$ cat config.mk
export PLATFORM = sky130hd
export DESIGN_NAME = fetch_stage
export DESIGN_NICKNAME = d
export VERILOG_FILES = /design/src/rtl/fetch_stage.sv
export SDC_FILE = /design/constraint.sdc
export NUM_CORES = 1
export LEC_CHECK = 0
export CORE_ASPECT_RATIO = 0.6
export CORE_MARGIN = 2
export CORE_UTILIZATION = 48
export CTS_CLUSTER_DIAMETER = 150
export DETAILED_ROUTE_END_ITERATION = 8
export GPL_TIMING_DRIVEN = 0
export PLACE_DENSITY = 0.86
export SETUP_SLACK_MARGIN = 0.02
export SLEW_MARGIN = 15
export SYNTH_ARGS = -nofsm -noshare
export SYNTH_HDL_FRONTEND = slang
export SYNTH_SLANG_ARGS = --single-unit
export TNS_END_PERCENT = 1
$ cat constraint.sdc
create_clock -name clk -period 4 [get_ports clk]
set_clock_uncertainty 0.2 [all_clocks]
set_input_delay 0.8 -clock clk [delete_from_list [all_inputs] [get_ports clk]]
set_output_delay 0.8 -clock clk [all_outputs]
set_load 0.01 [all_outputs]
$ cat src/rtl/fetch_stage.sv
// -----------------------------------------------------------------------------
// fetch_stage
//   Instruction-fetch stage of a 5-stage ARM pipeline. Holds the program
//   counter, presents it to a combinational instruction memory, and captures
//   the returned word plus its PC+4 into the IF/ID pipeline register.
//   A branch redirect from execute overrides a hazard freeze and flushes IF/ID.
//
// Optional build macro: FETCH_STAT_EN (adds fetch/stall/flush counters).
//
// Ports:
//   clk           in   pipeline clock, rising edge
//   rst           in   synchronous active-high reset
//   freeze        in   hazard stall: hold PC and IF/ID
//   branch_taken  in   redirect PC and flush IF/ID
//   branch_addr   in   redirect target byte address (low 2 bits ignored)
//   imem_addr     out  byte address to instruction memory (= PC)
//   imem_inst     in   instruction returned for imem_addr
//   ifid_pc       out  PC+4 of the instruction in IF/ID
//   ifid_inst     out  instruction in IF/ID
//   ifid_valid    out  IF/ID holds a real fetched instruction
//   stat_fetched  out  (FETCH_STAT_EN) count of valid IF/ID loads
//   stat_stalls   out  (FETCH_STAT_EN) count of freeze-only edges
//   stat_flushes  out  (FETCH_STAT_EN) count of branch edges
// -----------------------------------------------------------------------------
module fetch_stage #(
  parameter int                 ADDR_W   = 32,
  parameter int                 INST_W   = 32,
  parameter logic [ADDR_W-1:0]  RESET_PC = 32'h0000_0000,
  parameter logic [INST_W-1:0]  NOP_INST = 32'h0000_0000
) (
  input  logic              clk,
  input  logic              rst,
  input  logic              freeze,
  input  logic              branch_taken,
  input  logic [ADDR_W-1:0] branch_addr,
  output logic [ADDR_W-1:0] imem_addr,
  input  logic [INST_W-1:0] imem_inst,
  output logic [ADDR_W-1:0] ifid_pc,
  output logic [INST_W-1:0] ifid_inst,
  output logic              ifid_valid
`ifdef FETCH_STAT_EN
  ,
  output logic [31:0]       stat_fetched,
  output logic [31:0]       stat_stalls,
  output logic [15:0]       stat_flushes
`endif
);

  logic [ADDR_W-1:0] r_pc;
  logic [ADDR_W-1:0] r_ifid_pc;
  logic [INST_W-1:0] r_ifid_inst;
  logic              r_ifid_valid;

  logic [ADDR_W-1:0] w_pc_plus4;
  logic [ADDR_W-1:0] w_branch_target;

  // Natural wrap at 2^ADDR_W is intended.
  assign w_pc_plus4      = r_pc + ADDR_W'(4);
  // Misaligned targets are silently word-aligned.
  assign w_branch_target = {branch_addr[ADDR_W-1:2], 2'b00};

  assign imem_addr  = r_pc;
  assign ifid_pc    = r_ifid_pc;
  assign ifid_inst  = r_ifid_inst;
  assign ifid_valid = r_ifid_valid;

  // Program counter. branch_addr is only looked at when branch_taken is set,
  // so an undriven target cannot leak into the PC.
  always_ff @(posedge clk) begin
    if (rst) begin
      r_pc <= RESET_PC;
    end else if (branch_taken) begin
      r_pc <= w_branch_target;
    end else if (!freeze) begin
      r_pc <= w_pc_plus4;
    end
  end

  // IF/ID register. A redirect flushes even while frozen: the instruction
  // being held belongs to the wrong path.
  always_ff @(posedge clk) begin
    if (rst) begin
      r_ifid_pc    <= '0;
      r_ifid_inst  <= NOP_INST;
      r_ifid_valid <= 1'b0;
    end else if (branch_taken) begin
      r_ifid_pc    <= '0;
      r_ifid_inst  <= NOP_INST;
      r_ifid_valid <= 1'b0;
    end else if (!freeze) begin
      r_ifid_pc    <= w_pc_plus4;
      r_ifid_inst  <= imem_inst;
      r_ifid_valid <= 1'b1;
    end
  end

`ifdef FETCH_STAT_EN
  logic [31:0] r_stat_fetched;
  logic [31:0] r_stat_stalls;
  logic [15:0] r_stat_flushes;

  assign stat_fetched = r_stat_fetched;
  assign stat_stalls  = r_stat_stalls;
  assign stat_flushes = r_stat_flushes;

  // Counters wrap silently at their maximum.
  always_ff @(posedge clk) begin
    if (rst) begin
      r_stat_fetched <= '0;
      r_stat_stalls  <= '0;
      r_stat_flushes <= '0;
    end else if (branch_taken) begin
      r_stat_flushes <= r_stat_flushes + 16'd1;
    end else if (freeze) begin
      r_stat_stalls  <= r_stat_stalls + 32'd1;
    end else begin
      r_stat_fetched <= r_stat_fetched + 32'd1;
    end
  end
`endif

endmodule

== Word-level counts from Yosys, hierarchy flattened ==
Cells that the tools add are included.

* Add/sub/neg operators: 1
* Equality and inequality tests: 1
* Mux-type cells: 2
* Reductions and logical operators: 1

{| class="wikitable"
|+ Operators with widths
! kind !! number
|-
| two-way mux 32 bit || 2
|-
| adder 32 x 3 -> 32 bit (second input constant) || 1
|-
| != test 2 x 1 -> 1 bit (second input constant) || 1
|-
| OR reduction 2 bit || 1
|}

* Register bits after elaboration: 97
* Input port bits: 68
* Output and inout bits: 97

== Longest topological paths before layout ==
* Depth after elaboration: 3
* Gate-level depth with buffers: 7

== Worst setup path after synthesis ==
OpenSTA, ideal clock, no wires.

* Path kind: register to register
* From: register r_pc[2] (netlist: imem_addr[2])
* To: register r_pc[30] (netlist: imem_addr[30])
* Arrival time: 2013 ps
* Required time: 3680 ps
* Path slack: 1667 ps
* Cell stages (with the launch flop): 7
* Path buffers: 0
* Cells stage by stage: dfxtp_1 > ha_1 > nand4_1 > nor4_4 > nand3_1 > o31a_1 > o31a_1

* Word-level cells in the longest chain between the ends: 3

{| class="wikitable"
|+ Ends and longest elaborated chain
! element !! line !! source
|-
| start: declaration || 49 || <nowiki>logic [ADDR_W-1:0] r_pc;</nowiki>
|-
| start signal: assignment || 73 || <nowiki>r_pc <= w_branch_target;</nowiki>
|-
| start signal: assignment || 75 || <nowiki>r_pc <= w_pc_plus4;</nowiki>
|-
| adder 32 x 3 -> 32 bit || 58 || <nowiki>assign w_pc_plus4 = r_pc + ADDR_W'(4);</nowiki>
|-
| two-way mux 32 bit || 74 || <nowiki>end else if (!freeze) begin</nowiki>
|-
| two-way mux 32 bit || 72 || <nowiki>end else if (branch_taken) begin</nowiki>
|}

Every way passes these cells. The select of a mux whose other input is x is not followed.
A chain may end at the register's enable or synchronous reset.

==> out/metrics.cfg <==
[run_status]
status = complete, no violations

[logic_synthesis]
synthAdderAreaFrac_pct = 0.282
yosysMostFrequentCell = dfxtp_1
postSynth.asyncResetShare_pct = 0
synthDistinctLibCells = 42
synth-simple-area-share_pct = 19.6
synth.yosys.warnings = 0
ys_seq_area_share_pct = 42.0
netlist_area_um2 = 4430
synth_compound_area_share_pct = 12.6
yosys.area.top_type_share_pct = 42.0
synth_xor_area_share_pct = 9.48
synth_top_family_by_area = simple AND/OR/NAND/NOR gates
avgSynthCellArea_um2 = 8.69
yosysTopAreaCell = dfxtp_1
synth_cells = 510
ys_seq_elements = 93
synth-edff-count = 0
synth_common_cells = dfxtp_1 (93), nor2_1 (65), a21oi_1 (49)
yosys-top-cells-area = dfxtp_1 (42%), mux2i_1 (8.6%), a21oi_1 (5.5%)
muxShareOfSynthArea_pct = 8.58
synth-main-ff-cell = dfxtp_1

[critical_path]
cpPeakStageDelay_ns = 0.59
timing.critical_path.buf_inv = 4
required_ns = 4.01
worst_setup_path_start_kind = input pin
cp_max_fo = 10
r2r_setup_slack_ns = 1.29
critPathKind = input pin to flop
worst_setup_path_end_kind = flop
critical_path.top_delay_family = buffers and inverters
crit_path_top_delay_cell = buf_1
cp_data_arrival_time_ns = 3.02
cp_cell_sequence = clkdlybuf4s50_1 -> clkbuf_8 -> clkbuf_1 -> buf_1 -> mux2i_1 -> nor2_1

[place]
hpwl_um = 10500
dpl.cell_count = 787
portBuffers = 158
routabilityCongestion = 0.906
dpl_cell_area_um2 = 6170
dp_slack_ns = 0.658

[layout]
drive_gt1_share_pct = 6.12
antenna_cells = 0
design_area_um2 = 6440
regArea_um2 = 1860
fill_cells = 705
multiInputGateArea_um2 = 2260
stdcell_count = 802
fin_nets = 751
area_delta_synth_final_pct = 45.3

[timing]
relSlewSlack_pct = 37.7
post-route-period-util_pct = 75.4
slew_violations = 0
rsz0062_at_grt = false
timing.final.ws_setup_ns = 0.984
setup_viol = 0
finalSetupTns_ns = 0
fin_crit_ns = 3.02
worstMarginPinSlew_ns = 0.926
hold_violations = 0
max_freq_mhz = 332

[cts]
path_clk_slew_ns = 0.06
cts_root_buf = clkbuf_16
worstSkewPairLatency_ns = 0.34
numCtsBuffers = 9
cts_tree = built
hold_buffers = 0
cts.sinks = 93
h-tree-depth = 3
post-cts-setup-buffers = 0
cts_resized = 0
clockBufferDepth = 2

[die]
start_util_pct = 48.8
die_h_um = 78.5
die_x_um = 128
io_pins = 165
core_um2 = 9090
rows = 27
die_area_um2 = 10000

[routing]
drc_errors = 0
vias = 4365
finalWirelength_um = 13900
m1WireLength_um = 6300
avgRoutedWirePerCell_um = 17.3
via_per_inst = 5.44
dr.pass1.iters = 5
drtAntennaViolNets = 0
dr.max_layer_used = met4
drtIter0Drc = 394
routed-wl-met2_um = 6130
wl_met3_um = 1310

[flow_run]
cap_violations = 0

[global_route]
grt_overflow = 0
antenna_found_initial = 0
grt_max_degree = 15
first_global_vias = 4301
grt_use_total_pct = 28.1
grt_pass1_wl_um = 21800

[pwr]
power.total_mw = 2.16
leakage_nw = 2.49
peakVddDrop_uv = 217
p_per_area_nw_per_um2 = 336

[worst_hold_path]
hold_class = flop to flop

==> cell families (layout without fill, tap and decap cells) <==
logic type	Yosys count	after routing
and+or+nand+nor	172	172
AOI/OAI and AO/OA	98	98
DFF	93	93
buffers and inverters	59	232
xor gates and xnor gates	48	48
muxes	38	38
adders and majority gates	1	1
other	1	4
==> report_power, final <==
group | switching (mW) | internal, mW | total [mW]
Combinational | 0.162 | 0.200 | 0.363
Clock | 0.349 | 0.436 | 0.786
Sequential | 0.0465 | 0.967 | 1.01
==> tightest hold or removal path, stage by stage, from the launching register on <==
cell     delay [ns]
dfxtp_1        0.31
nand2_1        0.06
a21oi_1        0.05
==> cell type report <==
type	count	share of cell area (%)
buffer	39	3.89
clock buffer	12	3.83
clock inverter	3	0.350
inverter	20	1.17
multi-input combinational	361	35.1
sequential	93	28.9
tap	116	2.25
timing repair buffer	158	24.6
==> state kept, by name (all words and copies together) (netlist names) <==
| name | count |
|---|---|
| ifid_inst | 32 |
| ifid_pc | 30 |
| imem_addr | 30 |
| ifid_valid | 1 |
==> through the flow <==
stage,util (%),hold slack [ns]
global route,70.9,0.289
floorplan,-,0.286
finish,70.9,0.264
global placement,67.9,0.249
detailed placement,67.9,0.256
CTS,70.9,0.265
==> layout by cell type, fill, tap and decap left out, types with 16 or more instances in the layout <==
cell             Yosys  final
a21oi_1             49     49
clkbuf_1            18     20
clkdlybuf4s50_1      0    158
dfxtp_1             93     93
inv_1               20     20
mux2i_1             38     38
nand2_1             32     32
nand3_1             17     17
nor2_1              65     65
o21a_1              16     16
o21ai_0             22     22
xnor2_1             28     28
xor2_1              20     20
==> final timing paths <==
path                   end  cells past startpoint         start
max          ifid_inst[15]                      6        freeze
max reg2reg  imem_addr[30]                      6  imem_addr[2]
min            ifid_pc[10]                      2   ifid_pc[10]
min reg2reg    ifid_pc[10]                      2   ifid_pc[10]
==> layer usage <==
layer / vias up / GRT usage (%)
met5: - / 0
met4: 0 / 6.70
met3: 13 / 7.50
met2: 229 / 43.5
met1: 2043 / 39.2
li1: 2080 / -
(Power assumes the default switching activity.)
